$ cat src/rtl/sim_run_controller.sv
// sim_run_controller: holds the core in reset, then counts cycles and retirements, and ends
// the run with a verdict from a tohost store, a timeout or a hang.
// Ports: clk, rst (sync, active-high); retire_valid, mem_we, mem_addr, mem_wdata (core taps);
//        core_rst, running, done, status, fail_code, cycle_count, retire_count (registered).
module sim_run_controller #(
    parameter int unsigned           XLEN         = 32,
    parameter int unsigned           CNT_W        = 32,
    parameter int unsigned           RESET_CYCLES = 4,
    parameter int unsigned           MAX_CYCLES   = 500,
    parameter int unsigned           HANG_LIMIT   = 64,
    parameter logic [XLEN-1:0]       TOHOST_ADDR  = 32'h0000_0FFC
) (
    input  logic             clk,
    input  logic             rst,
    input  logic             retire_valid,
    input  logic             mem_we,
    input  logic [XLEN-1:0]  mem_addr,
    input  logic [XLEN-1:0]  mem_wdata,
    output logic             core_rst,
    output logic             running,
    output logic             done,
    output logic [2:0]       status,
    output logic [XLEN-1:0]  fail_code,
    output logic [CNT_W-1:0] cycle_count,
    output logic [CNT_W-1:0] retire_count
);

    localparam int unsigned RC_W = $clog2(RESET_CYCLES) + 1;

    localparam logic [2:0] ST_NONE    = 3'd0;
    localparam logic [2:0] ST_PASS    = 3'd1;
    localparam logic [2:0] ST_FAIL    = 3'd2;
    localparam logic [2:0] ST_TIMEOUT = 3'd3;
    localparam logic [2:0] ST_HANG    = 3'd4;

    typedef enum logic [1:0] {
        S_RESET = 2'd0,
        S_RUN   = 2'd1,
        S_DONE  = 2'd2
    } state_t;

    state_t            state, state_n;
    logic [RC_W-1:0]   rst_cnt, rst_cnt_n;
    logic [CNT_W-1:0]  idle_cnt, idle_n;
    logic [CNT_W-1:0]  cyc_n, ret_n;
    logic [2:0]        status_n;
    logic [XLEN-1:0]   fail_n;
    logic              tohost;

    // Counters stick at all-ones instead of wrapping back to zero.
    function automatic logic [CNT_W-1:0] sat_inc(input logic [CNT_W-1:0] v);
        return (v == {CNT_W{1'b1}}) ? v : v + CNT_W'(1);
    endfunction

    assign tohost = mem_we && (mem_addr == TOHOST_ADDR);

    always_comb begin
        state_n   = state;
        rst_cnt_n = rst_cnt;
        idle_n    = idle_cnt;
        cyc_n     = cycle_count;
        ret_n     = retire_count;
        status_n  = status;
        fail_n    = fail_code;
        unique case (state)
            S_RESET: begin
                rst_cnt_n = rst_cnt + RC_W'(1);
                if (rst_cnt == RC_W'(RESET_CYCLES - 1)) begin
                    state_n = S_RUN;
                end
            end
            S_RUN: begin
                cyc_n  = sat_inc(cycle_count);
                ret_n  = retire_valid ? sat_inc(retire_count) : retire_count;
                idle_n = retire_valid ? '0 : sat_inc(idle_cnt);
                // The terminating cycle is still counted above.
                if (tohost) begin
                    state_n = S_DONE;
                    if (mem_wdata == XLEN'(1)) begin
                        status_n = ST_PASS;
                    end else begin
                        status_n = ST_FAIL;
                        fail_n   = mem_wdata >> 1;
                    end
                end else if (idle_cnt == CNT_W'(HANG_LIMIT - 1) && !retire_valid) begin
                    state_n  = S_DONE;
                    status_n = ST_HANG;
                end else if (cycle_count == CNT_W'(MAX_CYCLES - 1)) begin
                    state_n  = S_DONE;
                    status_n = ST_TIMEOUT;
                end
            end
            S_DONE: begin
                state_n = S_DONE;
            end
            default: begin
                state_n = S_RESET;
            end
        endcase
    end

    always_ff @(posedge clk) begin
        if (rst) begin
            state        <= S_RESET;
            rst_cnt      <= '0;
            idle_cnt     <= '0;
            cycle_count  <= '0;
            retire_count <= '0;
            status       <= ST_NONE;
            fail_code    <= '0;
            core_rst     <= 1'b1;
            running      <= 1'b0;
            done         <= 1'b0;
        end else begin
            state        <= state_n;
            rst_cnt      <= rst_cnt_n;
            idle_cnt     <= idle_n;
            cycle_count  <= cyc_n;
            retire_count <= ret_n;
            status       <= status_n;
            fail_code    <= fail_n;
            // Flag outputs follow the next state so they line up with it.
            core_rst     <= (state_n != S_RUN);
            running      <= (state_n == S_RUN);
            done         <= (state_n == S_DONE);
        end
    end

endmodule
$ cat config.mk
export PLATFORM = sky130hd
export DESIGN_NAME = sim_run_controller
export DESIGN_NICKNAME = d
export VERILOG_FILES = /design/src/rtl/sim_run_controller.sv
export SDC_FILE = /design/constraint.sdc
export NUM_CORES = 1
export LEC_CHECK = 0
export CORE_UTILIZATION = 54
export DETAILED_ROUTE_END_ITERATION = 12
export PLACE_DENSITY = 0.86
export SLEW_MARGIN = 25
export SYNTH_ARGS = -nofsm -noshare
export SYNTH_HDL_FRONTEND = slang
export SYNTH_SLANG_ARGS = --single-unit
export TNS_END_PERCENT = 30
$ cat constraint.sdc
create_clock -name clk -period 3.3 [get_ports clk]
set_input_delay 0.33 -clock clk [delete_from_list [all_inputs] [get_ports clk]]
set_output_delay 0.33 -clock clk [all_outputs]
set_load 0.01 [all_outputs]
# --- Yosys cells after proc, flatten, opt, wreduce, memory -nomap -nowiden ---
# Cells that the tools add are included.
word_totals:
  ff_bits: 138
  inputBits: 68
  output_inout_bits: 102
  elab_cells: 52
classes:
  add_sub_neg: 4
  eq_ne: 14
  mux: 11
  n_bitwise: 3
  n_reduce_logical: 10
ops:
  columns: ["cell", "count"]
  rows:
  - ["$add A32 B1 Y32 const B", 3]
  - ["$eq A32 B32 Y1 const B", 3]
  - ["$mux W32", 2]
  - ["$eq A32 B1 Y1 const B", 1]
  - ["$eq A32 B12 Y1 const B", 1]
  - ["$eq A32 B6 Y1 const B", 1]
  - ["$eq A32 B9 Y1 const B", 1]
  - ["$mux W2", 5]
  - ["$mux W3", 3]
  - ["$pmux W2 S3", 1]
  - ["$reduce_and A2 Y1", 3]
  - ["$reduce_and A3 Y1", 2]
  - ["$eq A2 B1 Y1 const B", 2]
  - ["$eq A2 B2 Y1 const B", 2]
  - ["$add A3 B1 Y3 const B", 1]
  - ["$eq A3 B2 Y1 const B", 1]
  - ["$not A1 Y1", 3]
  - ["$reduce_bool A3 Y1", 1]
  - ["$logic_and A1 B1 Y1", 2]
  - ["$logic_not A2 Y1", 1]
  - ["$ne A2 B1 Y1 const B", 1]
  - ["$ne A2 B2 Y1 const B", 1]
  - ["$logic_not A1 Y1", 1]

# --- Longest topological paths before layout ---
logic_depth:
  word_depth: 6
  ltp_mapped: 8
  depth_no_buf: 6

# --- Worst setup path before layout ---
# Ideal clock, no wire load.
synth_path:
  kind: "register -> register"
  start: "reg cycle_count[0]"
  end: "reg cycle_count[30]"
  arrival_ps: 2138
  path_slack_ps: 1092
  path_stages_with_launch: 8
  cell_sequence: "dfxtp_1 ha_1 and3_1 nand2_2 or4_4 buf_6 or4_1 a21oi_1"
synth_via:
  elab_chain_len: 3
  word_cells_on_any_way: 4
  cone_classes: "add/sub: 1; eq/ne: 1; bitwise: 1; reduce/logical: 1"
synth_rtl:
  columns: ["item", "line", "text"]
  rows:
  - ["from (decl)", "24", "output logic [CNT_W-1:0] cycle_count,"]
  - ["from (signal assigned)", "118", "cycle_count <= cyc_n;"]
  - ["parallel branches: the longest is 3 deep, another holds $add A32 B1 Y32", null, null]
# Parallel ways; which one is timed is not known.
# A chain may end at the register's enable or synchronous reset.

# --- Worst setup path after layout ---
layout_path:
  start: "reg state[0]"
  end: "reg retire_count[21]"
layout_via:
  elab_chain_len: 2
layout_rtl:
  columns: ["item", "line", "text"]
  rows:
  - ["from (decl)", "42", "state_t state, state_n;"]
  - ["from (signal assigned)", "115", "state <= state_n;"]
  - ["$eq A2 B1 Y1", "65", "unique case (state)"]
  - ["$reduce_and A3 Y1 (no line)", null, null]
  - ["to (signal assigned)", "119", "retire_count <= ret_n;"]
  - ["to (decl)", "25", "output logic [CNT_W-1:0] retire_count"]
# Every way passes these cells.

==> impl_metrics.tcl <==
set metrics [dict create \
    status "complete, no violations" \
    clk_pin_slew_ns 0.06 \
    crit_path_end_kind "flop" \
    period_needed_ns 2.53 \
    fp.coreArea_mm2 0.0126 \
    synthAdderAreaFrac_pct 0.903 \
    cts_hold_buf 0 \
    initial_utilization_pct 55.2 \
    synth_compound_area_share_pct 20.9 \
    grt_setup_unrepaired "false" \
    grt_pass1_wl_um 30900 \
    worst_pin_slew_ns 0.905 \
    synth_simple_gate_area_share_pct 30.4 \
    crit_required_ns 3.60 \
    die_w_um 115 \
    ys_seq_area_share_pct 39.9 \
    overflow 0 \
    synth_xor_area_share_pct 0.632 \
    syn_inst 835 \
    tns_ns 0 \
    yosys.area.top_type "dfxtp_1" \
    ys_ff_latch 138 \
    io_pins 170 \
    crit_type "reg2reg" \
    area_growth_pct 34.3 \
    io_buffers 168 \
    synthMostInstantiatedCell "dfxtp_1" \
    worst_clock_skew_ns 0.00543 \
    finalCritPeriodShare_pct 76.7 \
    grt_max_degree 89 \
    netlist_area_mm2 0.00693 \
    cts_root_buf "clkbuf_16" \
    ys.flop_type "dfxtp_1" \
    post_cts_resized 0 \
    slew_viol_final 0 \
    clock.fmax_mhz 395 \
    fin_cells 1161 \
    dpl.cell_count 1130 \
    fill_cells 955 \
    synth_mux_area_share_pct 2.73 \
    finalHoldViolCount 0 \
    power_mw 3.98 \
    grt_usage_pct 29.2 \
    die_h_um 115 \
    critPathLaunchType "flop" \
    syn-num-nets 908 \
    post_cts_buffers 0 \
    hp-class "in2reg" \
    cp.arrival_ns 2.83 \
    netlist_top_cells_count "dfxtp_1 (138), a21oi_1 (112), nand3_1 (66)" \
    dr.pass1.iters 5 \
    first_iter_violations 613 \
    antenna_found_initial 0 \
    synth_top_family_by_area "simple AND/OR/NAND/NOR gates" \
    yosys_warnings 0 \
    wl_per_cell_um 16.4 \
    ys_top_cells_by_area "dfxtp_1 (40%), a21oi_1 (8.1%), or4_1 (5.4%)" \
    cts_buffer_depth 2 \
    drc 0 \
    dp_hpwl_um 13000 \
    ant_nets 0 \
    critical_path.max_fanout 18 \
    clk_latency_ns 0.42 \
    num_rows 41 \
    antenna-diode-count 0 \
    synth_top_area_share_pct 39.9 \
    final_nets 1050 \
    vias 7205 \
    grt_pass1_vias 6381 \
    cap_violations 0 \
    detail_route.wirelength_um 19000 \
    drive_gt1_share_pct 6.88 \
    synthArstFlopShare_pct 0 \
    htree_levels 4 \
    yosys.cell_types.count 66 \
    p_leak_nw 2.95 \
    relSlewSlack_pct 39.6 \
    cts_tree "done" \
    cts_sinks 138 \
    peakVddDrop_uv 426 \
    gp_congestion 0.829 \
    dieArea_mm2 0.0133 \
    syn_area_per_cell_um2 8.30 \
    setup_violations 0 \
    synth_edf_count 0 \
    vias_per_cell 6.21 \
    cts_made_buffers 17 \
    power.density_mw_per_mm2 428 \
]
## cell type report
cell class	count	area (um2)	area share (%)
well taps	172	215	2.31
flip-flops and latches	138	2760	29.7
inverters	15	56.3	0.605
repair buffers	179	1770	19.1
clock buffers	23	488	5.24
clock inverters	8	140	1.51
multi-input cells	626	3870	41.6
## routing by layer
| layer | global-route usage [%] | part of all wire (%) | wire length, um |
|---|---|---|---|
| met5 | 0 | 0 | 0 |
| met4 | 11.3 | 2.2 | 420 |
| met3 | 7.64 | 7.4 | 1410 |
| met2 | 47.7 | 48 | 9030 |
| met1 | 36.9 | 43 | 8140 |
## metrics by stage
stage	hold slack (ns)	worst slack, ns	cell area (um2)	util (%)
floorplan	0.457	1.09	6930	-
CTS	0.277	0.762	9310	74.1
global placement	0.451	0.634	8680	69.1
finish	0.293	0.770	9310	74.1
global route	0.299	0.586	9310	74.1
detailed placement	0.464	0.544	8680	69.1
## cells by family (layout without fill, tap and decap cells)
| family | after synthesis | in the layout |
|---|---|---|
| AO/OA/AOI/OAI | 247 | 247 |
| XOR/XNOR | 5 | 5 |
| adder cells (fa/ha/maj) | 5 | 5 |
| buffers and inverters | 71 | 225 |
| flip-flops | 138 | 138 |
| multiplexers | 17 | 17 |
| other | 1 | 1 |
| AND/OR/NAND/NOR | 351 | 351 |
## critical path, stage by stage, from the launching register on
cell,delay (ns)
dfxtp_1,0.43
nor2b_4,0.42
and4_1,0.40
nand2_1,0.39
nor4_1,0.40
mux2_1,0.37
## state kept, by name, indices dropped and copies added, names as in the netlist, 2 cells and up
register	flops
idle_cnt	32
cycle_count	32
fail_code	31
status	3
state	2
retire_count	32
rst_cnt	3
## worst paths after layout
kind              from                to  slack [ns]  cells after the start
min reg2reg  status[2]         status[2]        0.47                      2
max reg2reg   state[0]  retire_count[21]        0.77                      5
min                rst  retire_count[10]        0.29                      2
max           state[0]  retire_count[21]        0.77                      5
## layout by cell type, fill, tap and decap left out, types with 26 or more instances in the layout
cell	n
a21oi_1	112
o31ai_1	43
nand2_1	44
or3_1	28
clkdlybuf4s50_1	167
nand3_1	66
dfxtp_1	138
o21ai_1	26
nand4_1	31
nor2_1	35
or4_1	50
o21ai_0	35
## power by group
group | leakage [nW] | switching [mW] | internal [mW]
clock | 0.313 | 0.702 | 1.34
combinational | 1.53 | 0.131 | 0.116
sequential | 1.11 | 0.0138 | 1.68
total | 2.95 | 0.847 | 3.14
Note: power is estimated with default switching activity, not from simulation.
